**src/rtl/vga_sync_monitor.sv**
```systemverilog
// vga_sync_monitor
//   Receive-side VGA timing checker. Watches an incoming active-low hsync/vsync
//   pair, recovers pixel/line position, measures line length and frame height,
//   and declares lock after LOCK_FRAMES consecutive good frames.
//
//   state    | meaning
//   ---------+-----------------------------------------------------------
//   SEARCH   | no frame boundary seen yet; waiting for the first one
//   MEASURE  | counting consecutive good frames toward lock
//   LOCKED   | timing matches; de / pix_x / pix_y are valid
//
// Ports
//   reloj        in   system clock
//   resetM       in   synchronous active-high reset
//   pix_en       in   pixel tick qualifier; all sampling and counting gated by it
//   hsync_in     in   horizontal sync, active low
//   vsync_in     in   vertical sync, active low
//   pix_x/pix_y  out  active pixel column/line, 0 outside active window or unlocked
//   de           out  data enable (locked and inside active window)
//   line_len     out  last measured line length in pixel ticks (saturating)
//   frame_lines  out  last measured frame height in lines (saturating)
//   frame_start  out  one-cycle pulse per recognised frame boundary
//   locked       out  high while in LOCKED
//   sync_err     out  one-cycle pulse on loss of lock (bad line/frame, watchdog)
module vga_sync_monitor #(
    parameter int H_TOTAL     = 800,
    parameter int V_TOTAL     = 525,
    parameter int H_OFS       = 144,
    parameter int H_ACTIVE    = 640,
    parameter int V_OFS       = 35,
    parameter int V_ACTIVE    = 480,
    parameter int LOCK_FRAMES = 2
) (
    input  logic       reloj,
    input  logic       resetM,
    input  logic       pix_en,
    input  logic       hsync_in,
    input  logic       vsync_in,
    output logic [9:0] pix_x,
    output logic [9:0] pix_y,
    output logic       de,
    output logic [9:0] line_len,
    output logic [9:0] frame_lines,
    output logic       frame_start,
    output logic       locked,
    output logic       sync_err
);

    typedef enum logic [1:0] {ST_SEARCH, ST_MEASURE, ST_LOCKED} state_t;

    localparam logic [9:0] CNT_MAX   = 10'd1023;
    localparam logic [9:0] H_TOTAL_W = 10'(H_TOTAL);
    localparam logic [9:0] V_TOTAL_W = 10'(V_TOTAL);
    localparam logic [9:0] H_OFS_W   = 10'(H_OFS);
    localparam logic [9:0] H_END_W   = 10'(H_OFS + H_ACTIVE);
    localparam logic [9:0] V_OFS_W   = 10'(V_OFS);
    localparam logic [9:0] V_END_W   = 10'(V_OFS + V_ACTIVE);
    localparam logic [2:0] LOCK_W    = 3'(LOCK_FRAMES);

    state_t     state_q, state_d;
    logic       hs_q, hs_d, vs_q, vs_d;
    logic [9:0] h_cnt_q, h_cnt_d, v_cnt_q, v_cnt_d;
    logic [9:0] line_len_q, line_len_d, frame_lines_q, frame_lines_d;
    logic       meas_en_q, meas_en_d;
    logic       frame_bad_q, frame_bad_d;
    logic       pend_q, pend_d;
    logic [2:0] good_cnt_q, good_cnt_d;
    logic       frame_start_q, frame_start_d;
    logic       sync_err_q, sync_err_d;
    logic       de_q, de_d;
    logic [9:0] pix_x_q, pix_x_d, pix_y_q, pix_y_d;

    logic       hs_fall, vs_fall, boundary, bad_line, good_frame, in_win;
    logic [9:0] h_inc, v_inc;

    always_comb begin
        state_d       = state_q;
        hs_d          = hs_q;
        vs_d          = vs_q;
        h_cnt_d       = h_cnt_q;
        v_cnt_d       = v_cnt_q;
        line_len_d    = line_len_q;
        frame_lines_d = frame_lines_q;
        meas_en_d     = meas_en_q;
        frame_bad_d   = frame_bad_q;
        pend_d        = pend_q;
        good_cnt_d    = good_cnt_q;
        frame_start_d = 1'b0;
        sync_err_d    = 1'b0;
        hs_fall       = 1'b0;
        vs_fall       = 1'b0;
        boundary      = 1'b0;
        bad_line      = 1'b0;
        good_frame    = 1'b0;

        // Saturating increments double as the "count + 1" measurements.
        h_inc = (h_cnt_q == CNT_MAX) ? CNT_MAX : h_cnt_q + 10'd1;
        v_inc = (v_cnt_q == CNT_MAX) ? CNT_MAX : v_cnt_q + 10'd1;

        // Output stage looks at the registered counters, so it trails them by one cycle.
        in_win  = (state_q == ST_LOCKED) &&
                  (h_cnt_q >= H_OFS_W) && (h_cnt_q < H_END_W) &&
                  (v_cnt_q >= V_OFS_W) && (v_cnt_q < V_END_W);
        de_d    = in_win;
        pix_x_d = in_win ? h_cnt_q - H_OFS_W : 10'd0;
        pix_y_d = in_win ? v_cnt_q - V_OFS_W : 10'd0;

        if (pix_en) begin
            hs_fall  = hs_q & ~hsync_in;
            vs_fall  = vs_q & ~vsync_in;
            hs_d     = hsync_in;
            vs_d     = vsync_in;
            boundary = hs_fall & (pend_q | vs_fall);
            h_cnt_d  = hs_fall ? 10'd0 : h_inc;

            if (hs_fall) begin
                // The first hsync after (re)start only opens a line; there is nothing to measure.
                meas_en_d = 1'b1;
                if (meas_en_q) begin
                    line_len_d = h_inc;
                    bad_line   = (h_inc != H_TOTAL_W);
                end
                if (boundary) begin
                    // The line closed by this hsync still belongs to the frame being judged.
                    good_frame    = (v_inc == V_TOTAL_W) && !frame_bad_q && !bad_line;
                    frame_lines_d = v_inc;
                    v_cnt_d       = 10'd0;
                    pend_d        = 1'b0;
                    frame_bad_d   = 1'b0;
                    frame_start_d = 1'b1;
                end else begin
                    v_cnt_d     = v_inc;
                    frame_bad_d = frame_bad_q | bad_line;
                end
            end
            if (vs_fall && !boundary) begin
                pend_d = 1'b1;
            end

            unique case (state_q)
                ST_SEARCH: begin
                    if (boundary) begin
                        state_d    = ST_MEASURE;
                        good_cnt_d = 3'd0;
                    end
                end
                ST_MEASURE: begin
                    if (boundary) begin
                        if (good_frame) begin
                            good_cnt_d = good_cnt_q + 3'd1;
                            if (good_cnt_q + 3'd1 == LOCK_W) begin
                                state_d = ST_LOCKED;
                            end
                        end else begin
                            good_cnt_d = 3'd0;
                        end
                    end
                end
                ST_LOCKED: begin
                    if (bad_line || (boundary && !good_frame)) begin
                        state_d    = ST_MEASURE;
                        good_cnt_d = 3'd0;
                        sync_err_d = 1'b1;
                    end
                end
                default: state_d = ST_SEARCH;
            endcase

            // Watchdog: fires once, on the tick h_cnt saturates without an hsync.
            if (!hs_fall && (h_cnt_q == CNT_MAX - 10'd1)) begin
                state_d    = ST_SEARCH;
                good_cnt_d = 3'd0;
                meas_en_d  = 1'b0;
                sync_err_d = (state_q == ST_LOCKED);
            end
        end
    end

    always_ff @(posedge reloj) begin
        if (resetM) begin
            state_q       <= ST_SEARCH;
            hs_q          <= 1'b1;
            vs_q          <= 1'b1;
            h_cnt_q       <= 10'd0;
            v_cnt_q       <= 10'd0;
            line_len_q    <= 10'd0;
            frame_lines_q <= 10'd0;
            meas_en_q     <= 1'b0;
            frame_bad_q   <= 1'b0;
            pend_q        <= 1'b0;
            good_cnt_q    <= 3'd0;
            frame_start_q <= 1'b0;
            sync_err_q    <= 1'b0;
            de_q          <= 1'b0;
            pix_x_q       <= 10'd0;
            pix_y_q       <= 10'd0;
        end else begin
            state_q       <= state_d;
            hs_q          <= hs_d;
            vs_q          <= vs_d;
            h_cnt_q       <= h_cnt_d;
            v_cnt_q       <= v_cnt_d;
            line_len_q    <= line_len_d;
            frame_lines_q <= frame_lines_d;
            meas_en_q     <= meas_en_d;
            frame_bad_q   <= frame_bad_d;
            pend_q        <= pend_d;
            good_cnt_q    <= good_cnt_d;
            frame_start_q <= frame_start_d;
            sync_err_q    <= sync_err_d;
            de_q          <= de_d;
            pix_x_q       <= pix_x_d;
            pix_y_q       <= pix_y_d;
        end
    end

    assign pix_x       = pix_x_q;
    assign pix_y       = pix_y_q;
    assign de          = de_q;
    assign line_len    = line_len_q;
    assign frame_lines = frame_lines_q;
    assign frame_start = frame_start_q;
    assign sync_err    = sync_err_q;
    assign locked      = (state_q == ST_LOCKED);

endmodule
```
**config.mk**
```make
export PLATFORM = sky130hd
export DESIGN_NAME = vga_sync_monitor
export DESIGN_NICKNAME = d
export VERILOG_FILES = /design/src/rtl/vga_sync_monitor.sv
export SDC_FILE = /design/constraint.sdc
export NUM_CORES = 1
export LEC_CHECK = 0
export ABC_AREA = 1
export ABC_CLOCK_PERIOD_IN_PS = 3700
export CAP_MARGIN = 20
export CORE_UTILIZATION = 45
export DETAILED_ROUTE_END_ITERATION = 8
export PLACE_DENSITY_LB_ADDON = 0.25
export SYNTH_ARGS = -nofsm -noshare
export SYNTH_HDL_FRONTEND = slang
export SYNTH_SLANG_ARGS = --single-unit
```
**constraint.sdc**
```tcl
create_clock -name reloj -period 3.7 [get_ports reloj]
set_input_delay 0.74 -clock reloj [delete_from_list [all_inputs] [get_ports reloj]]
set_output_delay 0.74 -clock reloj [all_outputs]
set_load 0.05 [all_outputs]
```
Word-level counts from Yosys, hierarchy flattened

Index checks and enable logic that the tools add are counted.

Register bits after elaboration: 73
Bits of input ports: 5
Output and inout port bits: 44
Logic and storage cells: 113

$add $sub $neg: 5
Order comparisons: 4
Equality and inequality tests: 13
Muxes and demuxes: 35
Bitwise gates (word level): 10
Reductions and logical operators: 30

Operator list:

| operator                | number |
|---|---|
| $eq A10 B10 Y1 const B  | 4 |
| $mux W10                | 4 |
| $add A10 B1 Y10 const B | 2 |
| $lt A10 B10 Y1 const B  | 2 |
| $mux W1                 | 18 |
| $mux W3                 | 5 |
| $mux W2                 | 6 |
| $ne A3 B3 Y1 const B    | 4 |
| $ge A10 B6 Y1 const B   | 1 |
| $ge A10 B8 Y1 const B   | 1 |
| $ne A10 B10 Y1 const B  | 1 |
| $sub A10 B6 Y10 const B | 1 |
| $sub A10 B8 Y10 const B | 1 |
| $logic_and A1 B1 Y1     | 9 |
| $pmux W3 S3             | 1 |
| $reduce_and A3 Y1       | 3 |
| $pmux W2 S3             | 1 |
| $reduce_and A6 Y1       | 1 |
| $reduce_bool A2 Y1      | 3 |
| $logic_not A1 Y1        | 5 |
| $not A1 Y1              | 5 |
| $reduce_and A5 Y1       | 1 |
| $reduce_and A2 Y1       | 2 |
| $reduce_bool A4 Y1      | 1 |
| other kinds (11)        | 15 |

Depth between registers and ports, before layout

Gate-level depths: netlist of the first run.

Word-level depth: 17
Gate-level depth with buffers: 18

Worst setup path after synthesis of the first run

OpenSTA, ideal clock, no wires.

Kind: flip-flop to flip-flop
Start point: register state_q[1]
End point: register pix_x_q[0] (netlist: pix_x[0])
Setup time: 0.066 ns
Arrival: 2.065 ns
Required time: 3.634 ns
Setup slack: 1.569 ns
Stages on the path, launching flop included: 10
Cell sequence: dfxtp_1 inv_1 nor2_1 inv_1 nor2_1 nand2_1 nor2_1 nand3_1 clkbuf_1 nor2_1

Word-level cells in the longest chain between the ends: 7

Ends and longest elaborated chain:

| element                           | line | source |
|---|---|---|
| start, declared                   | 60   | `state_t state_q, state_d;` |
| start signal, assigned            | 198  | `state_q <= state_d;` |
| $eq A2 B2 Y1                      | -    |  |
| via locked                        | 45   | `output logic locked,` |
| $logic_and A1 B1 Y1               | 101  | `in_win = (state_q == ST_LOCKED) &&` |
| $logic_and A1 B1 Y1 (2 in series) | 102  | `(h_cnt_q >= H_OFS_W) && (h_cnt_q < H_END_W) &&` |
| $logic_and A1 B1 Y1               | 103  | `(v_cnt_q >= V_OFS_W) && (v_cnt_q < V_END_W);` |
| $not A1 Y1 (no source line)       | -    |  |
| $reduce_or A2 Y1 (no source line) | -    |  |
| end signal, assigned              | 212  | `pix_x_q <= pix_x_d;` |
| end, declared                     | 71   | `logic [9:0] pix_x_q, pix_x_d, pix_y_q, pix_y_d;` |

The timed path passes the listed nets, and every way through them passes these cells.
A chain may end at the register's enable or synchronous reset.

Worst setup path after layout of the first run

Start point: input pix_en
End point: register line_len_q[1] (netlist: line_len[1])

Word-level cells in the longest chain between the ends: 1

Ends and longest elaborated chain:

| element                            | line | source |
|---|---|---|
| start, declared                    | 36   | `input logic pix_en,` |
| $reduce_and A3 Y1 (no source line) | -    |  |
| end signal, assigned               | 203  | `line_len_q <= line_len_d;` |
| end, declared                      | 63   | `logic [9:0] line_len_q, line_len_d, frame_lines_q, frame_lines_d;` |

No other way between the ends.

==> impl_metrics.py, run 1 <==
metrics = {
    "sta": {
        "fin_tns_setup_ns": 0,
        "setup-violations-final": 0,
        "fmax_mhz": 377,
        "hold_viol": 0,
        "clock_skew_ns": 0.00935,
        "rsz0062_at_grt": "false",
        "fin_crit_ns": 2.66,
        "setup_ws_ns": 1.05,
        "tightest_slew_ns": 0.633,
        "slew_viol_final": 0,
        "relSlewSlack_pct": 57.6,
        "min_period_over_period_pct": 71.8,
    },
    "critical_path": {
        "worstSetupEndpointType": "register",
        "path_cells": "clkdlybuf4s50_1 -> inv_1 -> nor2_1 -> nand2_1 -> inv_1 -> nor2_1 -> nor2_1 -> o21ai_0 -> inv_1",
        "worstPathMaxFanout": 15,
        "crit_path_top_delay_cell": "clkdlybuf4s50_1",
        "max_stage_delay_ns": 0.67,
        "path_class": "in -> reg",
        "cp.required_ns": 4.00,
        "start_kind": "input pin",
        "cp_data_arrival_time_ns": 2.95,
    },
    "clocking": {
        "cts_buffer_depth": 2,
        "clk_latency_ns": 0.35,
        "hold_buffers": 0,
        "post-cts-setup-buffer-count": 0,
        "clk_pin_slew_ns": 0.08,
        "cts_num_sinks": 73,
        "cts_resized": 0,
        "cts-root-buf": "clkbuf_8",
        "cts_tree": "yes",
        "numCtsBuffers": 9,
        "htreeDepth": 3,
    },
    "finish": {
        "final_common_cell": "nand2_1",
        "drive_above_1_share_pct": 6.42,
        "n_antenna_cell": 0,
        "seqCellArea_um2": 1460,
        "n_fill_cell": 759,
        "fin_nets": 586,
        "syn2layout_area_growth_pct": 20.1,
        "final_cells": 678,
        "multi_input_area_um2": 1770,
        "layout_common_cells": "129 x nand2_1, 73 x dfxtp_1, 72 x inv_1",
    },
    "synthesis": {
        "synth_mux_area_share_pct": 0,
        "yosys_register_bits": 73,
        "post_synth_and_or_nand_nor_area_fraction_pct": 32.5,
        "yosysSeqAreaShare_pct": 40.7,
        "syn_area_um2": 3590,
        "synth_nets": 538,
        "synth_top_family_by_area": "simple AND/OR/NAND/NOR gates",
        "synth_fa_ha_area_share_pct": 3.14,
        "synth_xor_xnor_area_share_pct": 1.22,
        "avgSynthCellArea_um2": 6.85,
        "yosysWarnings": 0,
        "synthDistinctLibCells": 35,
        "synth_cells": 524,
        "synth_compound_area_share_pct": 12.5,
    },
    "placement": {
        "place_inst": 663,
        "place_hpwl_mm": 6.13,
        "io_buffers": 48,
        "gp_routability_congestion": 0.887,
        "place_ws_ns": 0.710,
    },
    "flow_run": {
        "cap_violations": 0,
    },
    "status": {
        "status": "finished clean",
    },
    "die": {
        "die_area_um2": 8340,
        "core-area_um2": 7730,
        "ios": 49,
        "start_util_pct": 46.5,
        "fp-row-count": 32,
        "die_h_um": 91.3,
        "die_x_um": 91.3,
    },
    "drt": {
        "top_layer_used": "met4",
        "drc_errors": 0,
        "met3_length_um": 368,
        "dr_wl_met2_mm": 3.53,
        "dr.pass1.iters": 4,
        "drtAntennaViolNets": 0,
        "wl_mm": 8.09,
        "drt_iter0_drc": 191,
        "viasPerCell": 4.96,
        "m1WireLength_mm": 4.07,
        "vias": 3364,
        "avgRoutedWirePerCell_um": 11.9,
    },
    "global_route": {
        "antenna_found_initial": 0,
        "grt_pass1_wl_mm": 13.9,
        "grt_overflow_total": 0,
        "grt_max_degree": 22,
        "grtUsageTotal_pct": 20.6,
        "grt_pass1_vias": 3042,
    },
    "power": {
        "pwr_density_cell_nw_per_um2": 346,
        "vdd_ir_drop_max_uv": 207,
        "p_leak_nw": 2.01,
    },
    "worst_hold_path": {
        "hold_path.class": "reg -> reg",
    },
}
-- registers in the layout, indices dropped and copies added, names as in the netlist --
| signal | count |
|---|---|
| frame_lines | 10 |
| h_cnt_q | 10 |
| line_len | 10 |
| pix_x | 10 |
| pix_y | 10 |
| v_cnt_q | 10 |
| good_cnt_q | 3 |
| state_q | 2 |
| de | 1 |
| frame_bad_q | 1 |
| frame_start | 1 |
| hs_q | 1 |
| meas_en_q | 1 |
| pend_q | 1 |
| sync_err | 1 |
| vs_q | 1 |
-- worst max-delay path, delay by kind of cell --
family	cells	cell delay, ns
compound gates	1	0.08
buf+inv	4	1.35
simple gates	4	0.78
-- cells in the mapped netlist --
cell type	n	area (um^2)
nand2_1	129	484
dfxtp_1	73	1460
inv_1	72	270
nor2_1	69	259
a21oi_1	35	175
nand3_1	33	165
o21ai_0	30	150
nand4_1	12	75.1
nor2_2	10	62.6
ha_1	9	113
o22ai_1	9	56.3
clkbuf_1	8	30.0
buf_4	3	22.5
nor3_1	3	15.0
o211ai_1	3	22.5
xor2_1	3	26.3
buf_2	2	10.0
nand2_2	2	12.5
nand3_4	2	35.0
xnor2_1	2	17.5
a41oi_1	1	8.76
buf_6	1	11.3
clkbuf_2	1	5.00
clkinv_1	1	3.75
inv_2	1	3.75
nand3_2	1	10.0
nand3b_1	1	7.51
nand4_2	1	12.5
nor2_4	1	11.3
nor3b_2	1	12.5
o2111a_1	1	11.3
o21bai_1	1	7.51
o221ai_1	1	8.76
o31ai_1	1	7.51
or2_2	1	6.26
-- final timing paths --
kind                            depth (start not counted)               startpoint                          to  slack, ns
worst max-delay path                                    9                   pix_en    line_len[1]$_SDFFE_PP0P_       1.05
worst min-delay path                                    2        hs_q$_SDFFE_PP1P_           hs_q$_SDFFE_PP1P_       0.46
worst max register to register                         16  v_cnt_q[0]$_SDFFE_PP0P_  good_cnt_q[1]$_SDFFE_PP0P_       1.32
worst min register to register                          2        hs_q$_SDFFE_PP1P_           hs_q$_SDFFE_PP1P_       0.46
-- power breakdown --
group	internal, mW	switching (mW)	total, mW
Combinational	0.0456	0.0928	0.138
Clock	0.256	0.281	0.538
Sequential	0.802	0.0123	0.814
-- metal layers --
metal	vias up	global-route usage, %
li1	1764	-
met1	1504	28.5
met2	88	31.5
met3	8	3.85
met4	0	8.47
met5	-	0
-- layout make-up --
class / count / area share, %
timing repair buffer: 52 / 11.8
inverter: 74 / 6.44
clock inverter: 3 / 0.406
sequential: 73 / 33.9
clock buffer: 12 / 3.37
multi-input combinational: 362 / 41.1
tap: 102 / 2.96
-- logic make-up after synthesis --
kind of cell / count (synthesis)
AOI/OAI and AO/OA: 82
xor gates and xnor gates: 5
adders and majority gates: 9
buffers and inverters: 89
DFF: 73
and+or+nand+nor: 266
-- stage by stage --
stage                     area (um^2)  utilization [%]  power [mW]  hold slack [ns]
after detailed placement         4150             53.7       0.970            0.457
final                            4310             55.8        1.49            0.460
after CTS                        4310             55.8        1.50            0.467
after floorplan                  3590                -       0.932            0.437
after global routing             4310             55.8        1.56            0.488
after global placement           4150             53.7       0.967            0.449
(Power assumes the default switching activity.)
==> run 2, diff against run 1 <==
- ABC_CLOCK_PERIOD_IN_PS: 3700 -> 2500
- clock period: 3.7 -> 2.5 ns (I/O delays scaled with it)
==> run 2 against run 1 <==
Net effect:
- die area did not move
- via count increased by 1.2%
- highest routed layer unchanged
- worst setup slack worse by 0.83 ns
- final cell count rose by 1.6%
- clock skew rose by 0.0014 ns
- combinational power is 59% higher
- largest power group unchanged
==> impl_metrics.py, run 2 (synthesis gave the netlist of run 1 again) <==
metrics = {
    "status": {
        "status": "finished clean",
    },
    "finish": {
        "final_area_um2": 4470,
        "drive_above_1_share_pct": 8.86,
        "final_common_cell": "nand2_1",
        "n_fill_cell": 736,
        "n_antenna_cell": 0,
        "layout_common_cells": "128 x nand2_1, 72 x inv_1, 72 x dfxtp_1",
        "syn2layout_area_growth_pct": 24.5,
        "fin_nets": 596,
        "post-route-util_pct": 57.9,
    },
    "critical_path": {
        "worstSetupEndpointType": "output port",
        "path_class": "reg -> out",
        "reg2reg_depth": 16,
        "worstPathMaxFanout": 4,
        "start_kind": "register",
        "r2r_slack_ns": 0.30,
        "r2r-start": "h_cnt_q[0]$_SDFFE_PP0P_",
        "cp.required_ns": 2.00,
        "r2r_end": "good_cnt_q[2]$_SDFFE_PP0P_",
        "cp_data_arrival_time_ns": 1.78,
    },
    "placement": {
        "io_buffers": 48,
        "place_hpwl_mm": 6.18,
        "placedInstanceArea_um2": 4230,
        "gp_routability_congestion": 0.926,
    },
    "drt": {
        "drtAntennaViolNets": 0,
        "vias": 3404,
        "wl_mm": 8.27,
        "drc_errors": 0,
        "avgRoutedWirePerCell_um": 12.0,
        "viasPerCell": 4.94,
        "drt_iter0_drc": 171,
        "dr.pass1.iters": 5,
    },
    "worst_hold_path": {
        "hp-start": "hs_q$_SDFFE_PP1P_",
        "hold_path.class": "reg -> reg",
        "whs_path_depth": 2,
        "min_to": "hs_q$_SDFFE_PP1P_",
    },
    "power": {
        "totalPowerFinal_mw": 2.54,
        "p_leak_nw": 2.10,
        "pwr_density_cell_nw_per_um2": 567,
        "vdd_ir_drop_max_uv": 336,
    },
    "die": {
        "die_x_um": 91.3,
        "die_h_um": 91.3,
        "die_area_um2": 8340,
        "ios": 49,
        "start_util_pct": 46.5,
        "fp-row-count": 32,
        "core-area_um2": 7730,
    },
    "clocking": {
        "cts_buffer_depth": 2,
        "numCtsBuffers": 9,
        "cts-root-buf": "clkbuf_8",
        "cts_num_sinks": 73,
        "post-cts-setup-buffer-count": 0,
        "hold_buffers": 0,
        "htreeDepth": 3,
        "clk_latency_ns": 0.35,
        "cts_tree": "yes",
        "clk_pin_slew_ns": 0.07,
        "cts_resized": 0,
    },
    "sta": {
        "slew_viol_final": 0,
        "rsz0062_at_grt": "false",
        "min_period_over_period_pct": 91.3,
        "relSlewSlack_pct": 66.1,
        "tightest_slew_ns": 0.506,
        "fmax_mhz": 438,
        "setup-violations-final": 0,
        "fin_tns_setup_ns": 0,
        "hold_viol": 0,
        "clock_skew_ns": 0.0108,
        "fin_crit_ns": 2.28,
    },
    "global_route": {
        "grt_pass1_vias": 3198,
        "antenna_found_initial": 0,
        "grt_max_degree": 22,
        "grt_pass1_wl_mm": 14.6,
        "grt_overflow_total": 0,
        "grtUsageTotal_pct": 21.6,
    },
    "flow_run": {
        "cap_violations": 0,
    },
}
-- run 2: changes by cell type in the layout (fill, tap and decap cells not counted), sizes merged --
| cell | previous run | this run |
|---|---|---|
| bufinv | 0 | 3 |
| clkinv | 3 | 4 |
| clkbuf | 12 | 10 |
| buf | 4 | 14 |
| clkinvlp | 1 | 0 |
-- run 2: worst max-delay path by stage --
stage | cells after the start | endpoint | start | slack [ns]
floorplan | 9 | pix_x[0]$_SDFF_PP0_ | state_q[1]$_SDFFE_PP0P_ | 0.37
global placement | 12 | good_cnt_q[2]$_SDFFE_PP0P_ | hsync_in | 0.19
detailed placement | 12 | good_cnt_q[2]$_SDFFE_PP0P_ | hsync_in | 0.10
CTS | 3 | locked | state_q[1]$_SDFFE_PP0P_ | 0.20
global route | 16 | state_q[0]$_SDFFE_PP0P_ | v_cnt_q[1]$_SDFFE_PP0P_ | 0.02
finish | 3 | locked | state_q[1]$_SDFFE_PP0P_ | 0.22
-- run 2: final cells by class --
type | instances | area, um^2 | area share (%)
clock buffers | 10 | 138 | 3.08
clock inverters | 6 | 105 | 2.35
inverters | 74 | 278 | 6.21
multi-input cells | 362 | 1780 | 39.7
flip-flops and latches | 73 | 1460 | 32.7
well taps | 102 | 128 | 2.85
repair buffers | 62 | 586 | 13.1
-- run 2: metal layers --
metal,global-route usage (%),routed length [um],up-vias
met4,9.92,171,0
li1,-,-,1789
met2,32.4,3530,82
met1,30.8,4210,1520
met3,2.85,356,13
met5,0,0,-
-- run 2: power breakdown --
part / internal [mW] / switching (mW) / total (mW) / leakage [nW]
combinational: 0.0752 / 0.144 / 0.219 / 1.38
clock: 0.685 / 0.430 / 1.12 / 0.126
sequential: 1.19 / 0.0144 / 1.20 / 0.591
-- run 2: per-stage QoR --
step                      setup slack (ns)  instances  hold slack [ns]
after global placement               0.193        673            0.450
after global routing                0.0173        689            0.528
after detailed placement             0.102        673            0.458
after CTS                            0.195        689            0.470
final                                0.219        689            0.464
after floorplan                      0.369        524            0.437
-- run 2: worst max-delay path, stage by stage (launching register included) --
cell and delay, ns:
dfxtp_1 0.38, inv_1 0.08, nor2_1 0.15, clkdlybuf4s50_1 0.83
